===== config.mk =====
export PLATFORM = sky130hd
export DESIGN_NAME = delta_pwm_dac
export DESIGN_NICKNAME = d
export VERILOG_FILES = /design/src/rtl/delta_adc_pkg.sv /design/src/rtl/pwm_period_counter.sv /design/src/rtl/delta_pwm_dac.sv
export SDC_FILE = /design/constraint.sdc
export NUM_CORES = 1
export LEC_CHECK = 0
export ABC_AREA = 1
export ABC_CLOCK_PERIOD_IN_PS = 7250
export CAP_MARGIN = 20
export CORE_MARGIN = 4
export CORE_UTILIZATION = 45
export CTS_CLUSTER_DIAMETER = 200
export DETAILED_ROUTE_END_ITERATION = 8
export GPL_ROUTABILITY_DRIVEN = 0
export PLACE_DENSITY = 0.66
export SYNTH_ARGS = -nofsm -noshare
export SYNTH_HDL_FRONTEND = slang
export SYNTH_HIERARCHICAL = 1
export SYNTH_SLANG_ARGS = --single-unit

===== constraint.sdc =====
create_clock -name clk -period 7.25 [get_ports clk]
set_clock_uncertainty 0.1 [all_clocks]
set_input_delay 2.175 -clock clk [delete_from_list [all_inputs] [get_ports clk]]
set_output_delay 2.175 -clock clk [all_outputs]
set_load 0.005 [all_outputs]

===== src/rtl/delta_adc_pkg.sv =====
// Shared definitions for the delta conversion path (tracking ADC and PWM DAC).
// Holds the default data/period width, the default strobe length and the
// period-counter state encoding used by both sides.
package delta_adc_pkg;

  localparam int unsigned DefaultW            = 16;
  localparam int unsigned DefaultStrobeCycles = 16;

  typedef enum logic [0:0] {
    StIdle,
    StRun
  } pwm_state_e;

endpackage


===== src/rtl/pwm_period_counter.sv =====
// Period counter shared by the delta ADC and DAC.
// Owns the IDLE/RUN state, the running count and the latched period.
//   clk_i     : clock, rising edge
//   reset_i   : synchronous active-high reset
//   period_i  : requested period P in cycles, sampled only at start / period end; 0 = stop
//   run_o     : counter is in RUN
//   cnt_o     : position within the current period, 0..P_lat-1
//   start_o   : this cycle leaves IDLE (first cycle with period_i != 0)
//   reload_o  : a new period begins at the next edge (start or non-stopping period end)
module pwm_period_counter
  import delta_adc_pkg::*;
#(
  parameter int unsigned W = DefaultW
) (
  input  logic         clk_i,
  input  logic         reset_i,
  input  logic [W-1:0] period_i,
  output logic         run_o,
  output logic [W-1:0] cnt_o,
  output logic         start_o,
  output logic         reload_o
);

  pwm_state_e   state_q;
  logic [W-1:0] cnt_q;
  logic [W-1:0] p_lat_q;
  logic         boundary;
  logic         period_nz;

  assign period_nz = (period_i != '0);
  // In RUN p_lat_q is never 0, so the subtraction cannot wrap.
  assign boundary  = (state_q == StRun) && (cnt_q == p_lat_q - 1'b1);
  assign start_o   = (state_q == StIdle) && period_nz;
  assign reload_o  = start_o | (boundary & period_nz);
  assign run_o     = (state_q == StRun);
  assign cnt_o     = cnt_q;

  always_ff @(posedge clk_i) begin
    if (reset_i) begin
      state_q <= StIdle;
      cnt_q   <= '0;
      p_lat_q <= '0;
    end else begin
      unique case (state_q)
        StIdle: begin
          cnt_q <= '0;
          if (period_nz) begin
            state_q <= StRun;
            p_lat_q <= period_i;
          end
        end
        StRun: begin
          if (boundary) begin
            // Period programming only takes effect here, never mid-period.
            p_lat_q <= period_i;
            cnt_q   <= '0;
            if (!period_nz) state_q <= StIdle;
          end else begin
            cnt_q <= cnt_q + 1'b1;
          end
        end
        default: begin
          state_q <= StIdle;
          cnt_q   <= '0;
        end
      endcase
    end
  end

endmodule


===== src/rtl/delta_pwm_dac.sv =====
// PWM DAC: output end of the delta conversion path.
// Buffers one duty sample behind a valid/ready handshake, moves it into the
// active duty register at each period start and drives a registered PWM
// waveform plus a period strobe aligned with it.
//   clk                : clock, rising edge
//   reset              : synchronous active-high reset
//   Period_counter_val : PWM period in cycles, latched at period boundaries; 0 = stop
//   Sample_i           : duty value (high cycles per period)
//   Sample_valid_i     : Sample_i valid
//   Sample_ready_o     : holding register empty
//   PWM_O              : registered PWM output
//   Period_strb_o      : high for min(STROBE_CYCLES, P) cycles from period start
//   Underrun_o         : sticky, a period started without a fresh sample
module delta_pwm_dac
  import delta_adc_pkg::*;
#(
  parameter int unsigned W             = DefaultW,
  parameter int unsigned STROBE_CYCLES = DefaultStrobeCycles
) (
  input  logic         clk,
  input  logic         reset,
  input  logic [W-1:0] Period_counter_val,
  input  logic [W-1:0] Sample_i,
  input  logic         Sample_valid_i,
  output logic         Sample_ready_o,
  output logic         PWM_O,
  output logic         Period_strb_o,
  output logic         Underrun_o
);

  localparam logic [W:0] StrobeLim = (W+1)'(STROBE_CYCLES);

  logic         run;
  logic [W-1:0] cnt;
  logic         start;
  logic         reload;

  logic [W-1:0] hold_q, hold_d;
  logic         full_q, full_d;
  logic [W-1:0] duty_q, duty_d;
  logic         pwm_q, pwm_d;
  logic         strb_q, strb_d;
  logic         under_q, under_d;
  logic         accept;

  pwm_period_counter #(
    .W (W)
  ) u_counter (
    .clk_i    (clk),
    .reset_i  (reset),
    .period_i (Period_counter_val),
    .run_o    (run),
    .cnt_o    (cnt),
    .start_o  (start),
    .reload_o (reload)
  );

  assign Sample_ready_o = ~full_q & ~reset;
  assign accept         = Sample_valid_i & Sample_ready_o;

  always_comb begin
    hold_d  = hold_q;
    full_d  = full_q;
    duty_d  = duty_q;
    under_d = under_q;

    if (reload) begin
      if (full_q) begin
        duty_d = hold_q;
        full_d = 1'b0;
      end else if (start) begin
        // Leaving IDLE with nothing buffered starts from a silent output.
        duty_d = '0;
      end
    end

    // Cannot collide with the transfer above: accept needs full_q == 0.
    if (accept) begin
      hold_d = Sample_i;
      full_d = 1'b1;
    end

    // Set takes priority over the clear from a same-cycle accept.
    if (reload && !start && !full_q) begin
      under_d = 1'b1;
    end else if (accept) begin
      under_d = 1'b0;
    end

    pwm_d  = run & (cnt < duty_q);
    strb_d = run & ({1'b0, cnt} < StrobeLim);
  end

  always_ff @(posedge clk) begin
    if (reset) begin
      hold_q  <= '0;
      full_q  <= 1'b0;
      duty_q  <= '0;
      pwm_q   <= 1'b0;
      strb_q  <= 1'b0;
      under_q <= 1'b0;
    end else begin
      hold_q  <= hold_d;
      full_q  <= full_d;
      duty_q  <= duty_d;
      pwm_q   <= pwm_d;
      strb_q  <= strb_d;
      under_q <= under_d;
    end
  end

  assign PWM_O         = pwm_q;
  assign Period_strb_o = strb_q;
  assign Underrun_o    = under_q;

endmodule


==> reports/summary.md, run 1 <==
Measured on the finished design, the core utilization comes to 55.39%. The share of the Yosys chip area taken by registers is 37.36%. The first TritonRoute pass finished after 4 iterations.

The worst hold path begins at Underrun_o. The worst hold slack across all endpoints was 0.3738 ns. The yosys synthesis warning count was 6; the first-pass GRT wire length was 14.70 mm. For the maximum buffer depth of the clock tree, the log shows 2. The worst pin sits at a relative slew slack of 61.86%.

The worst hold path depth is 2, and the post-synthesis register bit count is 69. Clock-pin slew was measured on the worst setup and hold paths at 0.07 ns. For the total length of routed wires, the log shows 8.455 mm. Mean area per synthesized cell: 7.207 um^2. CTS saw 69 sinks. Across the VDD grid, the largest voltage drop is 0.1177 mV. The total number of placement rows came out at 32.

The flow ran to the end, and the final reports show no timing, DRC or antenna violations. Walking the worst path, the cells encountered are clkdlybuf4s50_1, buf_4, nor2_2, clkdlybuf4s50_1. Post-synthesis cell type with the largest combined area: dfxtp_1.

The tools report the startpoint type of the worst setup path as a primary input. The wire-length estimate of the detail-placed layout is 6.265 mm. The worst hold path terminates at Underrun_o.

The logs give 0 for the final antenna-violating net count and 35 for the maximum number of pins on one net before global-route repair. Leakage power figure: 1.882 nW. The worst setup path is of the in -> out kind.

The final-report setup violation count is 0. Of the cells placed in the final design, the portion with a size suffix greater than 1 is 7.052%. Terminus of the critical flop-to-flop path: duty_q[0]. Buffers placed on the I/O ports in this run total 38.

The detailed router finished its first iteration with 130 violations. Counting every net in the synthesized netlist gives 565. Most prevalent standard cell on the critical path: clkdlybuf4s50_1. The remaining design rule violation count is 0, and the cell area after technology mapping is 3697 um^2.

Setup repair after global routing left no endpoint under its margin. The tools report the net total in the final layout as 600. Using the TritonRoute via totals, the vias-per-cell ratio works out to 5.072. From left edge to right edge, the die measures 98.65 um.

The shortest period the worst path allows came out at 5.746 ns. Summed over all layers, the global routing overflow is 0. The floorplan step set the die height to 98.65 um.

Data arrival time of the worst path: 3.47 ns. The library cell used as clock root buffer was clkbuf_8. The final count of pins violating max slew was 0; the slew at the pin closest to its max-slew limit was 0.5686 ns.

Max-cap violations in this run came to 0. The tools report the clock buffer count from CTS as 9. In this run the register-to-register setup slack is 3.89 ns. For the initial antenna violation count, the log shows 0. In this run the standard cell core region covers 7848 um^2. For the final count of hold timing violations, the log shows 0. Summing over every cut layer, the via total after detailed routing is 3322. The floorplan step defined a die boundary enclosing 9731 um^2. The worst reg-to-reg path cell count came out at 14. The category of the worst setup path capture point was an output pin. Stage delay of the slowest cell on the critical path: 0.52 ns.

The tools report the CTS H-tree depth as 3. Power spread over the standard cell area amounts to 212.4 nW/um^2. In this design, the largest share of critical-path delay is due to buffers and inverters. Worst min-delay path category: reg -> reg. The logs give 0 for the setup fix buffers added after clock tree synthesis and 0 for the total inserted antenna cells.

The run gives 0.36 ns as the clock latency reported for the late side of the worst-skew pair. The top achievable clock speed was 174.0 MHz; the total routing resource utilization after global routing was 18.40%. Critical path data required time: 4.97 ns.

Once the clock tree was built, the resizer swapped 0 gates to a different size. The number of global-route vias before repair was 3310. Counting every instance in the synthesized netlist gives 513.

After routing, the total negative slack on setup checks comes to 0 ns. Synthesis instantiated 35 different standard cells from the library. The number of hold buffers added after CTS was 0. The critical-path maximum fanout came out at 22. In the post-synthesis netlist, the biggest area contributors are dfxtp_1 (37%), nand2_1 (13%), inv_1 (5.8%).

Among all stages on the critical path, the largest delay is contributed by clkdlybuf4s50_1. Relative to the synthesized area, the layout overhead comes to 17.56%. For this configuration, the core starts out at a cell density of 47.11%.

Counting both buffers and inverters, the worst setup path holds a total of 3. After detailed routing, the average wire length per cell comes to 12.91 um. Summed over its instances, the top area cell type makes up 37.36% of the synthesized netlist area. Dividing the final minimum period by the clock period gives 79.26%. In this run the count of I/O pins placed on the die edge is 39.

The worst register-to-register path begins at u_counter/p_lat_q[0]. TritonCTS built the clock tree.
worst reg2reg max path, cell delays in order, from the launching register on:
cell and delay (ns):
dfxtp_1 0.35, inv_2 0.08, ha_1 0.25, nand2_1 0.11, nor2_2 0.18, nand2_1 0.12
nand2_1 0.09, nand2_1 0.05, nand2_1 0.05, nand3_1 0.09, nor2_2 0.16, nand4_4 0.44
o21ai_1 0.51, nand2_1 0.41, o22ai_1 0.28
through the flow:
| step | instance area, um^2 | total power (W) | worst slack, ns | instances |
|---|---|---|---|---|
| finish | 4347 | 0.0009232 | 1.504 | 655 |
| global route | 4347 | 0.0009738 | 1.441 | 655 |
| CTS | 4347 | 0.0009320 | 1.492 | 655 |
| detailed placement | 4116 | 0.0005685 | 1.502 | 639 |
| global placement | 4116 | 0.0005637 | 1.539 | 639 |
| floorplan | 3697 | 0.0005214 | 2.692 | 513 |
placed cells by master, fill, tap and decap left out, types with 2 or more instances in the layout:
cell type	synthesis	final
nand2_1	125	125
dfxtp_1	69	69
inv_1	57	57
nor2_1	57	57
nand3_1	39	39
clkdlybuf4s50_1	0	38
a21oi_1	26	26
o21ai_0	20	20
ha_1	17	17
o32ai_1	15	15
xor2_1	12	12
xnor2_1	12	12
clkbuf_8	0	9
nor4_1	8	8
nor2_2	7	7
o21ai_1	5	5
nand3b_1	5	5
inv_2	3	3
nand2_2	2	2
nor3_1	2	2
clkinv_4	0	2
inv_6	0	2
bufinv_16	0	2
buf_4	4	2
and2_1	2	2
nor2_4	2	2
nand3_2	2	2
cell type report:
class                      count  area, um^2
clock buffer                   9       123.9
clock inverter                 7       106.4
fill                         761        3501
sequential                    69        1381
inverter                      62       235.2
tap                          102       127.6
multi-input combinational    366        1977
timing repair buffer          40       395.4
worst max path at each step:
stage / to / depth (start not counted) / startpoint
finish: Sample_ready_o / 4 / reset
CTS: Sample_ready_o / 4 / reset
global route: Sample_ready_o / 4 / reset
global placement: Sample_ready_o / 4 / reset
floorplan: Sample_ready_o / 1 / reset
detailed placement: Sample_ready_o / 4 / reset
where the power goes:
group,switching (W),internal [W]
Combinational,0.0000863,0.0000624
Clock,0.000164,0.000200
Sequential,0.0000136,0.000397
Total,0.000264,0.000659
state kept, by name, summed over array words and instances (netlist names):
register and flops:
Underrun_o 1, PWM_O 1, duty_q 16, u_counter/run_o 1, full_q 1, u_counter/cnt_o 16, u_counter/p_lat_q 16, Period_strb_o 1
hold_q 16
layer usage:
metal | vias up | global-route usage (%) | part of all wire [%]
met5 | - | 0 | 0
met4 | 0 | 7.353 | 1.9
met3 | 15 | 4.176 | 4.2
met2 | 63 | 30.37 | 47
met1 | 1502 | 23.27 | 47
li1 | 1742 | - | -
cells by family (layout without fill, tap and decap cells):
logic type	Yosys count	after routing	synth area share, %
adder cells (fa/ha/maj)	17	17	5.753
AO/OA/AOI/OAI	70	70	11.44
AND/OR/NAND/NOR	255	255	30.59
XOR/XNOR	24	24	5.685
flip-flops	69	69	37.36
buffers and inverters	78	118	9.171
synth_stat cells (all sizes together):
cell,count
o31ai,1
nand2,127
ha,17
clkbuf,4
a21oi,26
dfxtp,69
buf,12
o21a,1
xor2,12
clkinv,1
nor4,8
and2,2
nand3,41
o21bai,1
or2,1
nand3b,5
o21ai,25
nor3,3
nor2,66
o22ai,1
nand4,2
inv,61
o32ai,15
xnor2,12
Note: power is estimated with default switching activity, not from simulation.
==> inputs of run 2 (changes only) <==
--- a/config.mk
+++ b/config.mk
@@ -6,7 +6,7 @@
 export NUM_CORES = 1
 export LEC_CHECK = 0
 export ABC_AREA = 1
-export ABC_CLOCK_PERIOD_IN_PS = 7250
+export ABC_CLOCK_PERIOD_IN_PS = 5300
 export CAP_MARGIN = 20
 export CORE_MARGIN = 4
 export CORE_UTILIZATION = 45
==> constraint.sdc (replaced) <==
create_clock -name clk -period 5.3 [get_ports clk]
set_clock_uncertainty 0.1 [all_clocks]
set_input_delay 1.59 -clock clk [delete_from_list [all_inputs] [get_ports clk]]
set_output_delay 1.59 -clock clk [all_outputs]
set_load 0.005 [all_outputs]
==> reports/summary.md, run 2 (synthesized netlist as in run 1, its figures left out) <==
The total number of placement rows is 32 (unchanged), and the detailed-route via count is 3290 (-0.96%). The run gives 802 (+5.4%) as the fill cell instance count of the final layout. The clock latency reported for the late side of the worst-skew pair came out at 0.36 ns (about the same). The CTS H-tree depth came out at 3 (unchanged). The tools report the first-pass GRT wire length as 13.86 mm (-5.7%).

The final-report setup violation count was 0 (unchanged); the data arrival time of the worst path was 2.68 ns (-0.79 ns). The final count of pins violating max slew came out at 0 (unchanged). The remaining design rule violation count was 0 (unchanged). Critical path start-end classification: in -> out.

The final global-route overflow total was 0 (unchanged). Final antenna-violating net count: 0 (unchanged). Capturing element of the worst setup path: Sample_ready_o. Die boundary width: 98.65 um (unchanged). Critical-path maximum fanout: 2 (-91%). The net total in the final layout was 600 (unchanged); the number of buffer cells added on primary ports was 38 (unchanged). The worst-case vdd ir drop is 0.1756 mV (+49%), and the count of pins on the block boundary is 39 (unchanged). The area of the placeable core is 7848 um^2 (unchanged), and the slew at the pin closest to its max-slew limit is 0.5261 ns (-0.04246 ns).

For the area of combinational cells with multiple inputs, the log shows 1977 um^2 (unchanged). In the layout the commonest cells are nand2_1 (125), dfxtp_1 (69), inv_1 (57), nor2_1 (57), nand3_1 (39). The startpoint type of the worst setup path was a primary input.

After layout, the worst path uses 82.53% of the clock period. The total inserted antenna cells is 0 (unchanged). The clock period could shrink to 4.374 ns. The initial cell density of the core was 47.11% (unchanged); the placed wire-length estimate was 6.059 mm (-3.3%).

The sequential cell area came out at 1381 um^2 (unchanged). The setup fix buffers added after clock tree synthesis is 0 (unchanged), and the DRC violation total after the first TritonRoute iteration is 135 (+3.8%). Detailed-router iteration count before antenna repair: 4 (unchanged).

In this run the critical register-to-register path is launched from u_counter/p_lat_q[0]. The top achievable clock speed is 228.6 MHz. The tools report the number of global-route vias before repair as 3027 (-8.5%). TritonCTS built the clock tree. The clock transition at the registers of the reported paths works out to 0.09 ns (+0.02 ns).

The final count of hold timing violations came out at 0 (unchanged). The area growth from synthesis to layout is 16.65%. The total routing resource utilization after global routing was 17.02% (-1.4 points); the number of gates resized after cts was 0 (unchanged). The vertical extent of the die was 98.65 um (unchanged); the maximum buffer depth of the clock tree was 2 (unchanged). The minimum setup slack among reg-to-reg paths came out at 1.96 ns (-1.93 ns). STA classifies the critical path endpoint as an output pin. CTS placed an instance of clkbuf_8 at the clock tree root.

Leakage power figure: 1.863 nW (-1.0%). For the count of maximum capacitance violations, the log shows 0 (unchanged). The total negative setup slack came out at 0 ns (unchanged).

The fraction of final layout cells sized beyond drive strength 1 is 7.052% (unchanged). The total length of routed wires was 8.070 mm (-4.6%). Leaving out fill and tap cells, the most frequent cell in the layout is nand2_1. The run finished with clean final reports. The run gives 3.61 ns (-1.36 ns) as the critical path data required time. The normalized max-slew margin came out at 64.84% (+3.0 points). Worst min-delay path category: reg -> reg. The number of sinks on the clock net is 69 (unchanged).

Setup repair after global routing left no endpoint under its margin. The logs give 9 (unchanged) for the clock buffer count from CTS and 0.3733 ns (-0.0004830 ns) for the worst hold slack across all endpoints. The initial antenna violation count came out at 0 (unchanged). The most critical setup path has its startpoint at reset. The run gives 9731 um^2 (unchanged) as the area enclosed by the die boundary.

The terminus of the critical flop-to-flop path is duty_q[0]. The run gives 35 (unchanged) as the maximum number of pins on one net before global-route repair. The average wire length per cell after detail routing is 12.32 um (-4.6%), and the average vias per placed instance is 5.023 (-0.96%). The power density relative to cell area was 275.7 nW/um^2 (+30%). The number of hold buffers added after cts was 0 (unchanged); the worst reg-to-reg path cell count was 14 (unchanged).
-- run 2: cell types whose count changed in the layout (fill, tap and decap cells not counted) --
| cell | change |
|---|---|
| bufinv_16 | -2 |
| clkinv_4 | -2 |
| clkinv_8 | +1 |
| clkinvlp_4 | +1 |
| inv_6 | +1 |
| inv_8 | +1 |
-- run 2: metal layers --
| metal | share of wire (%) | GRT usage (%) | vias to the layer above |
|---|---|---|---|
| li1 | - | - | 1749 |
| met1 | 47 | 21.55 | 1480 |
| met2 | 47 | 28.91 | 53 |
| met3 | 4.8 | 4.742 | 8 |
| met4 | 0.94 | 3.782 | 0 |
| met5 | 0 | 0 | - |
-- run 2: layout make-up --
cell class	count	share of cell area [%]
repair buffers	40	9.167
well taps	102	2.959
clock inverters	7	1.683
inverters	62	5.454
flip-flops and latches	69	32.03
multi-input cells	366	45.84
clock buffers	9	2.872
-- run 2: power by group --
group	total (W)	leakage, nW	switching [W]	internal, W
combinational	0.000201	1.20	0.000116	0.0000853
sequential	0.000562	0.564	0.0000190	0.000543
clock	0.000426	0.0974	0.000241	0.000185
-- run 2: critical path: stages --
cell	delay (ns)
clkdlybuf4s50_1	0.43
nor2_2	0.14
clkdlybuf4s50_1	0.52
-- run 2: how the worst min path moves through the flow --
stage	slack (ns)	start	to	depth (start not counted)
6_report	0.37	Underrun_o	Underrun_o	2
5_1_grt	0.41	hold_q[4]	hold_q[4]	2
4_1_cts	0.38	Underrun_o	Underrun_o	2
3_5_place_dp	0.37	Underrun_o	Underrun_o	2
3_3_place_gp	0.35	Underrun_o	Underrun_o	2
2_1_floorplan	0.35	hold_q[14]	duty_q[14]	2
-- run 2: through the flow --
| step | instances | setup WS, ns | total power (W) | instance area (um^2) | util [%] |
|---|---|---|---|---|---|
| after floorplan | 513 | 1.912 | 0.0007132 | 3697 | - |
| after global placement | 639 | 0.9572 | 0.0007706 | 4116 | 52.46 |
| after detailed placement | 639 | 0.9225 | 0.0007756 | 4116 | 52.46 |
| after CTS | 655 | 0.9114 | 0.001201 | 4313 | 54.96 |
| after global routing | 655 | 0.8825 | 0.001249 | 4313 | 54.96 |
| final | 655 | 0.9261 | 0.001189 | 4313 | 54.96 |
==> inputs of run 3 (changes only) <==
--- a/config.mk
+++ b/config.mk
@@ -6,7 +6,7 @@
 export NUM_CORES = 1
 export LEC_CHECK = 0
 export ABC_AREA = 1
-export ABC_CLOCK_PERIOD_IN_PS = 5300
+export ABC_CLOCK_PERIOD_IN_PS = 4300
 export CAP_MARGIN = 20
 export CORE_MARGIN = 4
 export CORE_UTILIZATION = 45
==> constraint.sdc (replaced) <==
create_clock -name clk -period 4.3 [get_ports clk]
set_clock_uncertainty 0.1 [all_clocks]
set_input_delay 1.29 -clock clk [delete_from_list [all_inputs] [get_ports clk]]
set_output_delay 1.29 -clock clk [all_outputs]
set_load 0.005 [all_outputs]
==> reports/summary.md, run 3 (synthesized netlist as in run 1, its figures left out) <==
The length of routed met2 wiring came out at 3.831 mm (+0.26%). TritonCTS built the clock tree. The stage delay of the slowest cell on the critical path was 0.52 ns (about the same); the number of buffer cells added on primary ports was 38 (unchanged). For the total internal power, the log shows 0.001112 W (+37%).

The category of the worst setup path capture point was an output pin. The tools report the setup fix buffers added after clock tree synthesis as 0 (unchanged). The clock network power share is 39.5% (+3.7 points).

Setup repair after global routing left no endpoint under its margin. The number of global-route vias before repair was 3100 (+2.4%). The fill cell instance count of the final layout was 782 (-2.5%); the clock transition at the registers of the reported paths was 0.09 ns (about the same). The tools report the placed wire-length estimate as 6.160 mm (+1.7%). The final critical path takes up 88.03% of the cycle.

The fraction of power spent switching nets was 28.66% (-2.9 points); the final-report setup violation count was 0 (unchanged). The worst-case vdd ir drop was 0.2386 mV (+36%). For the detailed-route via count, the log shows 3321 (+0.94%).

The clock buffer count from CTS is 9 (unchanged), and the total length of routed wires is 8.228 mm (+2.0%). The placed instance area was 4116 um^2 (unchanged). The top achievable clock speed came out at 264.2 MHz.

Worst setup path startpoint: reset. The run gives 2.40 ns (-0.28 ns) as the data arrival time of the worst path. For the area enclosed by the die boundary, the log shows 9731 um^2 (unchanged).

Family of cells with the greatest summed delay on the critical path: buffers and inverters. The critical-path maximum fanout was 2 (unchanged). Number of hold buffers added after cts: 0 (unchanged). Area of combinational cells with multiple inputs: 1977 um^2 (unchanged). The critical register-to-register path startpoint was u_counter/p_lat_q[0]. The flow ran to the end, and the final reports show no timing, DRC or antenna violations.

For the initial cell density of the core, the log shows 47.11% (unchanged). The critical path data required time was 2.91 ns (-0.70 ns); the normalized max-slew margin was 62.87% (-2.0 points). Sequential cell area: 1381 um^2 (unchanged).

The critical path goes through clkdlybuf4s50_1, nor2_2, clkdlybuf4s50_1. The tools report the placement-stage worst setup slack as 0.5075 ns (-0.4150 ns). The most common cell after layout, fill and taps aside was nand2_1. The slew at the pin closest to its max-slew limit is 0.5556 ns (+0.02945 ns), and the fraction of final layout cells sized beyond drive strength 1 is 7.052% (unchanged).

Die boundary width: 98.65 um (unchanged). For the total number of placement rows, the log shows 32 (unchanged). The final count of hold timing violations came out at 0 (unchanged). For the finished layout, the period the worst path requires is 3.785 ns.

The initial antenna violation count came out at 0 (unchanged). The count of maximum capacitance violations was 0 (unchanged); the remaining design rule violation count was 0 (unchanged). The power density relative to cell area is 358.6 nW/um^2 (+30%), and the share of total power in combinational logic is 16.0% (-0.9 points).

The CTS H-tree depth was 3 (unchanged). Among all stages on the critical path, the largest delay is contributed by clkdlybuf4s50_1. Net switching component of the power: 0.0004465 W (+19%). The average vias per placed instance was 5.070 (+0.94%). STA classifies the critical path startpoint as a primary input. The run gives 17.82% (+0.80 points) as the total routing resource utilization after global routing. The tools report the detailed-routed wire length on met3 as 355 um (-8.0%). The sequential fraction of design power was 44.5% (-2.8 points). The tools report the DRC violation total after the first TritonRoute iteration as 232 (+72%).

By instance count, the cell type seen most on the critical path is clkdlybuf4s50_1. The run gives 0 (unchanged) as the total inserted antenna cells. For the number of sinks on the clock net, the log shows 69 (unchanged). The critical path start-end classification is in -> out. The maximum number of pins on one net before global-route repair was 35 (unchanged); the sum of routed wire segments on met1 was 3.892 mm (+2.8%). The total negative setup slack was 0 ns (unchanged); the post-layout worst setup margin was 0.5148 ns (-0.4114 ns). The maximum buffer depth of the clock tree was 2 (unchanged). The number of gates resized after cts is 0 (unchanged). The run gives 4345 um^2 (+0.75%) as the total non-filler cell area in the finished layout. The leakage power figure came out at 1.878 nW (+0.82%). The final core area utilization came out at 55.37% (+0.41 points). The net total in the final layout came out at 600 (unchanged).

Signal routing reaches up to met4. The average wire length per cell after detail routing was 12.56 um (+2.0%). In this run the worst hold path is classified as reg -> reg.

The cell sitting at the root of the clock tree is a clkbuf_8. The final count of pins violating max slew was 0 (unchanged). Worst hold path startpoint: Underrun_o. The count of pins on the block boundary was 39 (unchanged); the vertical extent of the die was 98.65 um (unchanged).

Relative to the synthesized area, the layout overhead comes to 17.53%. The clock latency reported for the late side of the worst-skew pair was 0.35 ns (about the same); the area of the placeable core was 7848 um^2 (unchanged). The run gives 14.39 mm (+3.8%) as the first-pass GRT wire length.

The final global-route overflow total is 0 (unchanged), and the buffer and inverter count on the worst path is 2 (unchanged). Leaving out fill and tap cells, the most frequent cells in the layout are nand2_1 (125), dfxtp_1 (69), inv_1 (57), nor2_1 (57), nand3_1 (39). The detailed-router iteration count before antenna repair was 4 (unchanged); the final antenna-violating net count was 0 (unchanged).
[run 3: cell count changes in the layout (fill, tap and decap cells not counted)]
| cell | before | now |
|---|---|---|
| clkinv_8 | 1 | 0 |
| inv_8 | 2 | 1 |
| bufinv_16 | 0 | 2 |
[run 3: power groups by stage]
stage	Clock (W)	Combinational, W	Sequential, W
finish	0.000615	0.000250	0.000693
global placement	0	0.000244	0.000708
global route	0.000664	0.000286	0.000697
CTS	0.000630	0.000250	0.000693
detailed placement	0	0.000248	0.000708
floorplan	0	0.000177	0.000702
[run 3: worst paths after layout]
kind | endpoint | cells after the start | slack, ns
worst min-delay path | Underrun_o | 2 | 0.37
worst max-delay path | Sample_ready_o | 3 | 0.51
worst max register to register | duty_q[3] | 14 | 0.87
worst min register to register | Underrun_o | 2 | 0.37
[run 3: per-stage QoR]
| step | cells | total power (W) | hold WS [ns] |
|---|---|---|---|
| finish | 655 | 0.001558 | 0.3693 |
| global route | 655 | 0.001647 | 0.4070 |
| CTS | 655 | 0.001574 | 0.3795 |
| detailed placement | 639 | 0.0009569 | 0.3604 |
| global placement | 639 | 0.0009513 | 0.3520 |
| floorplan | 513 | 0.0008791 | 0.3477 |
[run 3: worst min-delay path, cell delays in order (launching register included)]
cell and delay, ns:
dfxtp_1 0.32, nand2_1 0.06, a21oi_1 0.05
[run 3: final cells by class]
cell class,count,share of cell area [%]
Multi-Input combinational cell,366,45.49
Sequential cell,69,31.79
Timing Repair Buffer,40,9.099
Inverter,62,5.413
Tap cell,102,2.937
Clock buffer,9,2.851
Clock inverter,7,2.419
[run 3: metal layers]
layer | up-vias | track usage [%]
li1 | 1744 | -
met1 | 1510 | 23.26
met2 | 52 | 28.81
met3 | 15 | 4.317
met4 | 0 | 6.197
met5 | - | 0
